$ cat src/rtl/return_stack_predictor_pkg.sv
// Shared definitions for the return-address stack predictor:
// link-register numbers and the stack operation encoding.
package return_stack_predictor_pkg;

   localparam logic [4:0] LINK_REG_X1 = 5'd1;
   localparam logic [4:0] LINK_REG_X5 = 5'd5;

   typedef enum logic [1:0] {
      OP_NONE     = 2'd0,
      OP_PUSH     = 2'd1,
      OP_POP      = 2'd2,
      OP_POP_PUSH = 2'd3
   } ras_op_e;

   function automatic logic is_link_reg(input logic [4:0] reg_idx);
      return (reg_idx == LINK_REG_X1) || (reg_idx == LINK_REG_X5);
   endfunction

endpackage

$ cat src/rtl/return_stack_predictor_decode.sv
// Combinational decode of a JAL/JALR into a return-stack operation,
// following the RISC-V link-register hint rules.
module return_stack_predictor_decode
   import return_stack_predictor_pkg::*;
(
   input  logic [4:0] rd_in,
   input  logic [4:0] rs1_in,
   input  logic       jump_signal_in,
   input  logic       jalr_inst_signal_in,
   output ras_op_e    op_out
);

   logic rd_link;
   logic rs1_link;

   assign rd_link  = is_link_reg(rd_in);
   assign rs1_link = is_link_reg(rs1_in);

   always_comb begin
      op_out = OP_NONE;
      if (jump_signal_in) begin
         if (!jalr_inst_signal_in) begin
            if (rd_link) op_out = OP_PUSH;
         end else begin
            unique case ({rd_link, rs1_link})
               2'b10:   op_out = OP_PUSH;
               2'b01:   op_out = OP_POP;
               // Same link register on both sides is a plain call, not a coroutine swap
               2'b11:   op_out = (rd_in == rs1_in) ? OP_PUSH : OP_POP_PUSH;
               default: op_out = OP_NONE;
            endcase
         end
      end
   end

endmodule

$ cat src/rtl/return_stack_predictor.sv
// Circular return-address stack with overflow wrap, underflow detection
// and a one-deep speculation checkpoint (tos, count, top entry).
module return_stack_predictor
   import return_stack_predictor_pkg::*;
#(
   parameter int XLEN  = 64,
   parameter int DEPTH = 8
) (
   input  logic                     clk_in,
   input  logic                     rst_in,
   input  logic [4:0]               rd_in,
   input  logic [4:0]               rs1_in,
   input  logic                     jump_signal_in,
   input  logic                     jalr_inst_signal_in,
   input  logic [XLEN-1:0]          return_address_in,
   input  logic                     stall_signal_in,
   input  logic                     flush_signal_in,
   input  logic                     checkpoint_signal_in,
   input  logic                     restore_signal_in,
   output logic [XLEN-1:0]          return_address_out,
   output logic                     return_valid_out,
   output logic [$clog2(DEPTH):0]   count_out,
   output logic                     overflow_out,
   output logic                     underflow_out
);

   localparam int PTR_W = $clog2(DEPTH);
   localparam int CNT_W = PTR_W + 1;
   localparam logic [CNT_W-1:0] FULL_COUNT = CNT_W'(DEPTH);

   ras_op_e op;

   logic [XLEN-1:0]  entries [DEPTH];
   logic [PTR_W-1:0] tos;
   logic [CNT_W-1:0] count;

   logic [PTR_W-1:0] snap_tos;
   logic [CNT_W-1:0] snap_count;
   logic [XLEN-1:0]  snap_value;

   logic [PTR_W-1:0] tos_nxt;
   logic [CNT_W-1:0] count_nxt;
   logic             overflow_nxt;
   logic             underflow_nxt;
   logic             capture;
   logic             wr_en;
   logic [PTR_W-1:0] wr_addr;
   logic [XLEN-1:0]  wr_data;
   logic [XLEN-1:0]  top_entry;
   logic             stack_empty;

   return_stack_predictor_decode u_decode (
      .rd_in               (rd_in),
      .rs1_in              (rs1_in),
      .jump_signal_in      (jump_signal_in),
      .jalr_inst_signal_in (jalr_inst_signal_in),
      .op_out              (op)
   );

   assign top_entry          = entries[tos];
   assign stack_empty        = (count == '0);
   assign return_address_out = stack_empty ? '0 : top_entry;
   assign return_valid_out   = ((op == OP_POP) || (op == OP_POP_PUSH)) && !stack_empty;
   assign count_out          = count;

   // Priority: reset > restore > (stall | flush) > decoded op
   always_comb begin
      tos_nxt       = tos;
      count_nxt     = count;
      overflow_nxt  = 1'b0;
      underflow_nxt = 1'b0;
      capture       = 1'b0;
      wr_en         = 1'b0;
      wr_addr       = tos;
      wr_data       = return_address_in;
      if (rst_in) begin
         wr_en = 1'b0;
      end else if (restore_signal_in) begin
         tos_nxt   = snap_tos;
         count_nxt = snap_count;
         wr_en     = 1'b1;
         wr_addr   = snap_tos;
         wr_data   = snap_value;
      end else if (!stall_signal_in && !flush_signal_in) begin
         capture = checkpoint_signal_in;
         unique case (op)
            OP_PUSH: begin
               tos_nxt      = tos + PTR_W'(1);
               wr_en        = 1'b1;
               wr_addr      = tos + PTR_W'(1);
               overflow_nxt = (count == FULL_COUNT);
               if (count != FULL_COUNT) count_nxt = count + CNT_W'(1);
            end
            OP_POP: begin
               if (stack_empty) begin
                  underflow_nxt = 1'b1;
               end else begin
                  tos_nxt   = tos - PTR_W'(1);
                  count_nxt = count - CNT_W'(1);
               end
            end
            OP_POP_PUSH: begin
               wr_en   = 1'b1;
               wr_addr = tos;
               if (stack_empty) count_nxt = CNT_W'(1);
            end
            default: begin
               tos_nxt = tos;
            end
         endcase
      end
   end

   // Entry storage is deliberately left unreset; count gates its visibility
   always_ff @(posedge clk_in) begin
      if (wr_en) entries[wr_addr] <= wr_data;
   end

   always_ff @(posedge clk_in) begin
      if (rst_in) begin
         tos           <= '0;
         count         <= '0;
         snap_tos      <= '0;
         snap_count    <= '0;
         snap_value    <= '0;
         overflow_out  <= 1'b0;
         underflow_out <= 1'b0;
      end else begin
         tos           <= tos_nxt;
         count         <= count_nxt;
         overflow_out  <= overflow_nxt;
         underflow_out <= underflow_nxt;
         if (capture) begin
            snap_tos   <= tos;
            snap_count <= count;
            snap_value <= top_entry;
         end
      end
   end

endmodule

$ cat config.mk
export PLATFORM = sky130hd
export DESIGN_NAME = return_stack_predictor
export DESIGN_NICKNAME = d
export VERILOG_FILES = /design/src/rtl/return_stack_predictor_pkg.sv /design/src/rtl/return_stack_predictor_decode.sv /design/src/rtl/return_stack_predictor.sv
export SDC_FILE = /design/constraint.sdc
export NUM_CORES = 1
export LEC_CHECK = 0
export CORE_MARGIN = 4
export CORE_UTILIZATION = 53
export DETAILED_ROUTE_END_ITERATION = 16
export GPL_TIMING_DRIVEN = 0
export PLACE_DENSITY = 0.73
export SLEW_MARGIN = 40
export SYNTH_ARGS = -nofsm -noshare
export SYNTH_HDL_FRONTEND = slang
export SYNTH_HIERARCHICAL = 1
export SYNTH_SLANG_ARGS = --single-unit
$ cat constraint.sdc
create_clock -name clk_in -period 8.3 [get_ports clk_in]
set_clock_uncertainty 0.2 [all_clocks]
set_input_delay 1.245 -clock clk_in [delete_from_list [all_inputs] [get_ports clk_in]]
set_output_delay 1.245 -clock clk_in [all_outputs]
set_load 0.02 [all_outputs]
After elaboration in Yosys (flattened, before gate mapping)
Memory sizes are Yosys's and may differ from the RTL's. A register that Yosys moved wholly into a read port is not among the register bits.
Cells that the tools add are included.
{"block": "totals", "output_inout_bits": 71, "input_bits": 82, "ramBits": 512, "register_bits": 80, "memories": 1}
{"memory": "entries", "words": 8, "width": 64, "read_ports": 1, "rd_clocked_by_memory_dff": 1, "write_ports": 1, "line": "return_stack_predictor.sv:33", "text": "logic [XLEN-1:0] entries [DEPTH];"}
{"block": "op_classes", "n_eq_ne": 16, "bitwise_logic": 3, "add_sub_neg": 4, "n_mux": 34, "n_reduce_logical": 17}
{"op": "$mux W64", "count": 3}
{"op": "$mux W3", "count": 9}
{"op": "$mux W4", "count": 5}
{"op": "$pmux W4 S3", "count": 1}
{"op": "$mux W1", "count": 11}
{"op": "$eq A5 B1 Y1 const B", "count": 2}
{"op": "$eq A5 B3 Y1 const B", "count": 2}
{"op": "$ne A3 B3 Y1 const B", "count": 3}
{"op": "$eq A2 B2 Y1 const B", "count": 4}
{"op": "$reduce_or A4 Y1", "count": 2}
{"op": "$mux W2", "count": 3}
{"op": "$pmux W2 S3", "count": 1}
{"op": "$pmux W3 S2", "count": 1}
{"op": "$eq A5 B5 Y1", "count": 1}
{"op": "$reduce_and A5 Y1", "count": 1}
{"op": "$add A4 B1 Y4 const B", "count": 1}
{"op": "$eq A2 B1 Y1 const B", "count": 2}
{"op": "$eq A4 B4 Y1 const B", "count": 1}
{"op": "$logic_not A4 Y1", "count": 1}
{"op": "$ne A4 B4 Y1 const B", "count": 1}
{"op": "$reduce_bool A4 Y1", "count": 1}
{"op": "$sub A4 B1 Y4 const B", "count": 1}
{"op": "$add A3 B1 Y3 const B", "count": 1}
{"op": "$logic_not A1 Y1", "count": 3}
{"op": "other kinds (8)", "count": 13}

Longest topological paths before layout
Gate-level depths: netlist of the first run.
{"block": "logic_depth", "ltp_word": 14, "mapped_depth": 9, "mapped_depth_nobuf": 9}

Hierarchy
The synthesis of the first run kept the hierarchy.
{"mod": "return_stack_predictor", "instances": 1, "seq_area_each_um2": 17036.3, "cells_per_inst": 1243, "area_per_inst_um2": 23521.3}
{"mod": "return_stack_predictor_decode", "instances": 1, "seq_area_each_um2": 0.0, "cells_per_inst": 6, "area_per_inst_um2": 50.0}

Least setup slack after synthesis of the first run
Ideal clock, no wire load.
{"block": "synth_path", "kind": "input -> register", "from": "input rd_in[4]", "to": "memory entries[0][0] (enable)", "setup_time_ps": 565, "slack_ps": 344, "required_ps": 7535, "arrival_ps": 7191, "stages": 7, "cell_sequence": "nor4b_1 > and2_1 > buf_2 > or3b_1 > o31ai_1 > o2111ai_1 > nor3_1"}
{"block": "synth_between", "elab_chain_len": 14}
{"element": "start: declaration", "line": "return_stack_predictor.sv:11", "text": "input logic [4:0] rd_in,"}
{"element": "$eq A5 B1 Y1 or $eq A5 B3 Y1 (tied branches)", "line": "return_stack_predictor_pkg.sv:16", "text": "return (reg_idx == LINK_REG_X1) || (reg_idx == LINK_REG_X5);"}
{"element": "$logic_or A1 B1 Y1 *", "line": "return_stack_predictor_pkg.sv:16"}
{"element": "$eq A2 B2 Y1 or $eq A2 B1 Y1 (tied branches)", "line": "return_stack_predictor_decode.sv:25", "text": "unique case ({rd_link, rs1_link})"}
{"element": "$pmux W2 S3", "line": "return_stack_predictor_decode.sv:25"}
{"element": "$mux W2 *", "line": "return_stack_predictor_decode.sv:22", "text": "if (!jalr_inst_signal_in) begin"}
{"element": "$mux W2 *", "line": "return_stack_predictor_decode.sv:21", "text": "if (jump_signal_in) begin"}
{"element": "net op[0]", "line": "return_stack_predictor.sv:31", "text": "ras_op_e op;"}
{"element": "$eq A2 B2 Y1 or $eq A2 B1 Y1 (tied branches)", "line": "return_stack_predictor.sv:86", "text": "unique case (op)"}
{"element": "$reduce_or A2 Y1 (no source line)"}
{"element": "$mux W1", "line": "return_stack_predictor.sv:86"}
{"element": "$mux W1", "line": "return_stack_predictor.sv:84", "text": "end else if (!stall_signal_in && !flush_signal_in) begin"}
{"element": "$mux W1", "line": "return_stack_predictor.sv:78", "text": "end else if (restore_signal_in) begin"}
{"element": "$mux W1", "line": "return_stack_predictor.sv:76", "text": "if (rst_in) begin"}
{"element": "$mux W1", "line": "return_stack_predictor.sv:116", "text": "if (wr_en) entries[wr_addr] <= wr_data;"}
{"element": "$mux W1 (not written as such)", "line": "return_stack_predictor.sv:116"}
{"element": "end: declaration", "line": "return_stack_predictor.sv:33"}
The timed path passes the listed nets; every way through them passes the cells marked *.

Worst setup path in the final report of the first run
{"block": "layout_path", "from": "input rs1_in[1]", "to": "output return_valid_out"}
{"block": "layout_between", "elab_chain_len": 9}
{"element": "start: declaration", "line": "return_stack_predictor.sv:12", "text": "input logic [4:0] rs1_in,"}
{"element": "$eq A5 B1 Y1 or $eq A5 B3 Y1 (tied branches)", "line": "return_stack_predictor_pkg.sv:16"}
{"element": "$logic_or A1 B1 Y1", "line": "return_stack_predictor_pkg.sv:16"}
{"element": "$eq A2 B2 Y1 or $eq A2 B1 Y1 (tied branches)", "line": "return_stack_predictor_decode.sv:25"}
{"element": "$pmux W2 S3 *", "line": "return_stack_predictor_decode.sv:25"}
{"element": "$mux W2 *", "line": "return_stack_predictor_decode.sv:22"}
{"element": "$mux W2 *", "line": "return_stack_predictor_decode.sv:21"}
{"element": "net op[1]", "line": "return_stack_predictor.sv:31"}
{"element": "$eq A2 B2 Y1", "line": "return_stack_predictor.sv:63", "text": "assign return_valid_out = ((op == OP_POP) || (op == OP_POP_PUSH)) && !stack_empty;"}
{"element": "$logic_or A1 B1 Y1 *", "line": "return_stack_predictor.sv:63"}
{"element": "$logic_and A1 B1 Y1 *", "line": "return_stack_predictor.sv:63"}
{"element": "end: declaration", "line": "return_stack_predictor.sv:21", "text": "output logic return_valid_out,"}
Marked as above.

==> impl_metrics.yaml, run 1 <==
hold_path:
  hold_depth: 1
  hp-class: "flop to flop"
  hold_end: "snap_value[45]"
  worstHoldStart: "snap_value[45]"
cells_and_area:
  multi_input_area_mm2: 0.00614
  layout_common_cells: "edfxtp_1 (512), clkdlybuf4s50_1 (152), nor2_1 (136), mux4_2 (128), dfxtp_1 (83)"
  mostFrequentLayoutCell: "edfxtp_1"
  nets: 1616
  syn_to_final_growth_pct: 20.7
  n_fill_cell: 3059
  n_antenna_cell: 0
  utilization: 0.645
  drive_gt1_frac: 0.262
  regArea_mm2: 0.0170
timing:
  worstMarginPinSlew_ps: 865
  max_clock_freq_mhz: 202
  period_share: 0.595
  grt_setup_unrepaired: "no"
  slew_headroom: 0.423
  fin_crit_ps: 4940
  hold_viol: 0
  drv_slew: 0
  final-setup-viol-count: 0
  whs_ps: 271
worst_setup_path:
  start_kind: "input pin"
  critPathBufInv: 3
  cp-end-kind: "output pin"
  timing.rr.end: "entries[3][20]"
  critPathMaxFanout: 10
  reg2reg_from: "tos[1]"
  cp-startpoint: "rs1_in[1]"
  worstPathRequired_ps: 6860
  critical_path_class: "input pin to output pin"
  cp_common_cell: "clkdlybuf4s50_1"
  critPathTopFamily: "buffers and inverters"
  worstRegToRegCells: 10
  max_stage_delay_ps: 610
  critical_path_arrival_ps: 3500
  slowest_stage: "clkdlybuf4s50_1"
  crit_chain: "clkdlybuf4s50_1 -> or4b_1 -> a211oi_2 -> buf_2 -> and2_2 -> clkdlybuf4s50_1"
  r2r_slack_ps: 4960
power_and_ir_drop:
  peakVddDrop_uv: 174
  clockPowerShare: 0.400
  seq_power_share: 0.524
  switching_share: 0.217
  p_switching_mw: 1.37
  power_density_mw_per_mm2: 222
  p_int_mw: 4.95
  p_leak_nw: 9.40
  combPwrFrac: 0.076
synthesis:
  ys.flop_type: "edfxtp_1"
  avgSynthCellArea_um2: 18.9
  yosysSeqAreaShare: 0.723
  syn_inst: 1249
  synth_fp_nets: 1334
  synth-seq-cells: 595
  synth_cell_type_count: 57
  synth-async-reset-ratio: 0
  syn_area_mm2: 0.0236
  synth_edf_count: 512
  yosysWarnings: 6
die:
  core_mm2: 0.0441
  initial_utilization: 0.534
  die_x_um: 219
  pin_count: 153
  die_area_mm2: 0.0479
  rows: 77
  fp.dieH_um: 219
global_routing:
  antenna_found_initial: 0
  grt_max_degree: 16
  overflow: 0
  grt_pass1_wl_um: 81700
  grt_pass1_vias: 13400
  grt.total_usage: 0.227
route:
  drt_first_pass_iters: 6
  drt-initial-drc-count: 1198
  via_count: 12700
  drtAntennaViolNets: 0
  totalWireLength_um: 53300
  wl_per_cell_um: 24.5
  drc_errors: 0
  routed_via_density: 5.84
clocking:
  hold_buffers: 0
  postCtsSetupBuffers: 0
  insertion_delay_ps: 620
  cts.clk_slew.worst_paths_ps: 60
  cts.sinks: 595
  postCtsResizedCells: 0
  cts_root_buffer: "clkbuf_16"
  cts_made_buffers: 59
  htree_levels: 2
  cts_tree: "done"
  ctsLongestPathBuffers: 3
status:
  outcome: "complete, no violations"
placed_design:
  globalplace.congestion: 0.808
  portBuffers: 152
  dp_hpwl_um: 35700
job:
  max_cap_violations: 0
cells by family after synthesis:
group / after synthesis / share of synthesized area
simple gates: 196 / 0.0365
flops: 595 / 0.723
fa+ha+maj: 3 / 0.00159
xor+xnor: 4 / 0.00149
compound gates: 109 / 0.0378
buf+inv: 86 / 0.0197
mux: 256 / 0.180
how the worst max path moves through the flow:
stage | to | slack (ps) | cells past startpoint
final | return_valid_out | 3360 | 6
after global routing | entries[3][20] | 3170 | 12
after CTS | return_valid_out | 3350 | 6
after detailed placement | entries[3][20] | 2900 | 12
after global placement | entries[2][19] | -4610 | 8
after floorplan | entries[0][0] | 340 | 7
cell type report:
type | instances | share of cell area
buffer | 79 | 0.0157
clock buffer | 77 | 0.0582
clock inverter | 35 | 0.00734
inverter | 7 | 0.000924
multi-input combinational | 568 | 0.216
sequential | 595 | 0.599
tap | 592 | 0.0260
timing repair buffer | 221 | 0.0771
through the flow:
| step | std cells | cell area, um^2 | total power, mW | TNS [ps] | worst slack [ps] |
|---|---|---|---|---|---|
| 6_report | 2174 | 28400 | 6.32 | 0 | 3360 |
| 4_1_cts | 2174 | 28400 | 6.37 | 0 | 3350 |
| 3_5_place_dp | 2062 | 26600 | 3.86 | 0 | 2900 |
| 5_1_grt | 2174 | 28400 | 6.54 | 0 | 3170 |
| 3_3_place_gp | 1993 | 25800 | 3.84 | -1678060 | -4610 |
| 2_1_floorplan | 1249 | 23600 | 3.66 | 0 | 344 |
synth_stat cells, drive strengths merged (2+ instances only):
library cell  instances  share of area
edfxtp              512           0.65
nor2                136          0.022
mux4                128           0.12
dfxtp                83          0.070
a31o                 65          0.024
mux2                 64          0.031
mux2i                64          0.027
buf                  51          0.014
clkbuf               28         0.0045
nand2                17         0.0027
a21oi                11         0.0023
inv                   7         0.0011
nand3                 7         0.0015
nor3                  7         0.0015
and2                  5         0.0014
a211oi                4         0.0015
o2111ai               4         0.0015
o21ai                 4        0.00085
o31ai                 4         0.0013
ha                    3         0.0016
nand2b                3        0.00080
nor2b                 3        0.00080
nor4                  3        0.00080
or4b                  3         0.0013
xnor2                 3         0.0011
a311oi                2        0.00074
nand4                 2        0.00053
nor4b                 2         0.0010
o21a                  2        0.00064
o311a                 2        0.00090
o31a                  2        0.00074
or2                   2        0.00053
power groups by stage:
stage / Clock [mW] / Sequential, mW / Combinational (mW)
final: 2.53 / 3.31 / 0.478
after global placement: 0 / 3.38 / 0.460
after CTS: 2.57 / 3.31 / 0.484
after global routing: 2.71 / 3.31 / 0.513
after floorplan: 0 / 3.38 / 0.282
after detailed placement: 0 / 3.38 / 0.481
layer usage:
layer | vias up | GRT usage | share of wire
li1 | 5611 | - | -
met5 | - | 0 | 0
met1 | 6550 | 0.317 | 0.41
met4 | 0 | 0.0573 | 0.023
met3 | 85 | 0.0402 | 0.067
met2 | 459 | 0.378 | 0.50
registers in the layout, summed over array words and instances, names as in the netlist, named ones only:
signal	cells
count_out	4
underflow_out	1
snap_count	4
tos	3
snap_tos	3
overflow_out	1
entries	512
snap_value	64
worst reg2reg max path, cell delays in order (launching register included):
cell	delay, ps
dfxtp_1	410
inv_1	140
ha_1	330
inv_1	70
a31oi_1	220
o2111ai_1	250
nor3_2	420
buf_4	250
buf_2	240
buf_2	270
buf_2	260
Power figures use the tool's default switching activity.
==> inputs of run 2 (changes only) <==
- CORE_UTILIZATION: 53 -> 55
- clock period: 8.3 -> 4.9 ns (I/O delays scaled with it)
==> run 2 against run 1 <==
Compared with the run above:
- via count rose by 0.23%
- critical path depth did not move
- worst hold slack got worse by 14 ps
- global-route usage rose by 0.40 points
- cell count fell by 3.3%
- sequential share of layout area fell by 0.34 points
- critical endpoint is now return_address_out[55]
==> impl_metrics.yaml, run 2 (synthesized netlist as in run 1, its figures left out) <==
power_and_ir_drop:
  switching_share: 0.212
  power_density_mw_per_mm2: 385
  clockPowerShare: 0.417
  peakVddDrop_uv: 269
  p_total_mw: 11.0
  p_leak_nw: 9.35
  p_int_mw: 8.67
  combPwrFrac: 0.074
  seq_power_share: 0.509
  p_switching_mw: 2.34
hold_path:
  hold_depth: 2
  hold_end: "snap_count[2]"
  hp-class: "flop to flop"
  worstHoldStart: "snap_count[2]"
clocking:
  cts.clk_slew.worst_paths_ps: 60
  insertion_delay_ps: 610
  cts_tree: "done"
  htree_levels: 2
  cts.sinks: 595
  ctsLongestPathBuffers: 3
  cts_made_buffers: 59
  postCtsSetupBuffers: 0
  postCtsResizedCells: 0
  cts_root_buffer: "clkbuf_16"
  hold_buffers: 0
cells_and_area:
  nets: 1597
  syn_to_final_growth_pct: 21.4
  layout_common_cells: "edfxtp_1 (512), clkdlybuf4s50_1 (152), nor2_1 (136), mux4_2 (128), dfxtp_1 (83)"
  layout.cells.non_filler: 2102
  drive_gt1_frac: 0.251
  regMostFlops: "entries"
  top_regs: "entries: 512 flops, snap_value: 64 flops"
  mostFrequentLayoutCell: "edfxtp_1"
  largest_reg_flops: 512
global_routing:
  grt_pass1_wl_um: 81400
  overflow: 0
  grt_pass1_vias: 13300
  antenna_found_initial: 0
  grt_max_degree: 16
  grt.total_usage: 0.231
die:
  die_area_mm2: 0.0462
  core_mm2: 0.0421
  die_x_um: 215
  initial_utilization: 0.559
  fp.dieH_um: 215
  pin_count: 153
  rows: 75
worst_setup_path:
  reg2reg_from: "tos[1]"
  cp-end-kind: "output pin"
  timing.rr.end: "entries[3][19]"
  r2r_slack_ps: 1740
  worstRegToRegCells: 10
  slowest_stage: "buf_1"
  max_stage_delay_ps: 630
  critPathMaxFanout: 10
  crit_chain: "buf_2 -> buf_1 -> mux4_2 -> mux2i_1 -> nor2_1 -> clkdlybuf4s50_1"
  start_kind: "flop"
  critical_path_arrival_ps: 3300
  worstPathRequired_ps: 3960
  critical_path_class: "flop to output pin"
route:
  drt_first_pass_iters: 6
  totalWireLength_um: 53000
  drt-initial-drc-count: 1142
  routed_via_density: 6.06
  drtAntennaViolNets: 0
  wl_per_cell_um: 25.2
  via_count: 12700
  drc_errors: 0
timing:
  grt_setup_unrepaired: "no"
  hold_viol: 0
  max_clock_freq_mhz: 236
  fin_crit_ps: 4230
  period_share: 0.863
  worstMarginPinSlew_ps: 804
  drv_slew: 0
  final-setup-viol-count: 0
  slew_headroom: 0.460
placed_design:
  dp_hpwl_um: 34600
  dpl.cell_count: 1989
  portBuffers: 152
  globalplace.congestion: 0.817
job:
  max_cap_violations: 0
status:
  outcome: "complete, no violations"
==> run 2: worst max-delay path by stage <==
stage              from                      to  cells past startpoint
4_1_cts            flop  return_address_out[55]                      6
3_5_place_dp   rd_in[4]          entries[0][20]                     12
5_1_grt        rd_in[4]          entries[0][17]                     12
6_report           flop  return_address_out[55]                      6
3_3_place_gp   rd_in[4]          entries[2][19]                      8
2_1_floorplan  rd_in[4]           entries[2][0]                      7
==> run 2: final cells by class <==
| type | instances | area, um^2 |
|---|---|---|
| buffer | 79 | 448 |
| fill | 2733 | 13500 |
| tap | 539 | 674 |
| sequential | 595 | 17000 |
| clock inverter | 32 | 348 |
| timing repair buffer | 202 | 2260 |
| multi-input combinational | 568 | 6170 |
| inverter | 7 | 26.3 |
| antenna | 1 | 2.50 |
| clock buffer | 79 | 1640 |
==> run 2: power by group through the flow <==
stage,clock network (mW),logic [mW],registers [mW]
after global routing,4.89,0.872,5.61
after detailed placement,0,0.818,5.72
after floorplan,0,0.480,5.71
after CTS,4.66,0.823,5.61
final,4.59,0.815,5.61
after global placement,0,0.782,5.72
==> run 2: stage by stage <==
step                      hold slack [ps]  setup TNS [ps]  setup slack (ps)  utilization  instance area (um^2)
after floorplan                       229          -39610              -619            -                 23600
after global placement                245        -1160320             -3750        0.613                 25800
after detailed placement              248               0               114        0.631                 26600
after CTS                             257               0               608        0.679                 28600
after global routing                  287               0               414        0.679                 28600
final                                 257               0               669        0.679                 28600
==> run 2: worst max-delay path, delay by kind of cell (launching register included) <==
kind                   cells  cell delay (ps)
flip-flops                 1              320
multiplexers               2              780
buffers and inverters      3             1500
AND/OR/NAND/NOR            1               80
==> run 2: routing by layer <==
layer	GRT usage	part of all wire	wire, um	vias to the layer above
li1	-	-	-	5589
met1	0.321	0.41	21700	6627
met2	0.390	0.51	26900	449
met3	0.0427	0.063	3320	69
met4	0.0526	0.019	995	0
met5	0	0	0	-
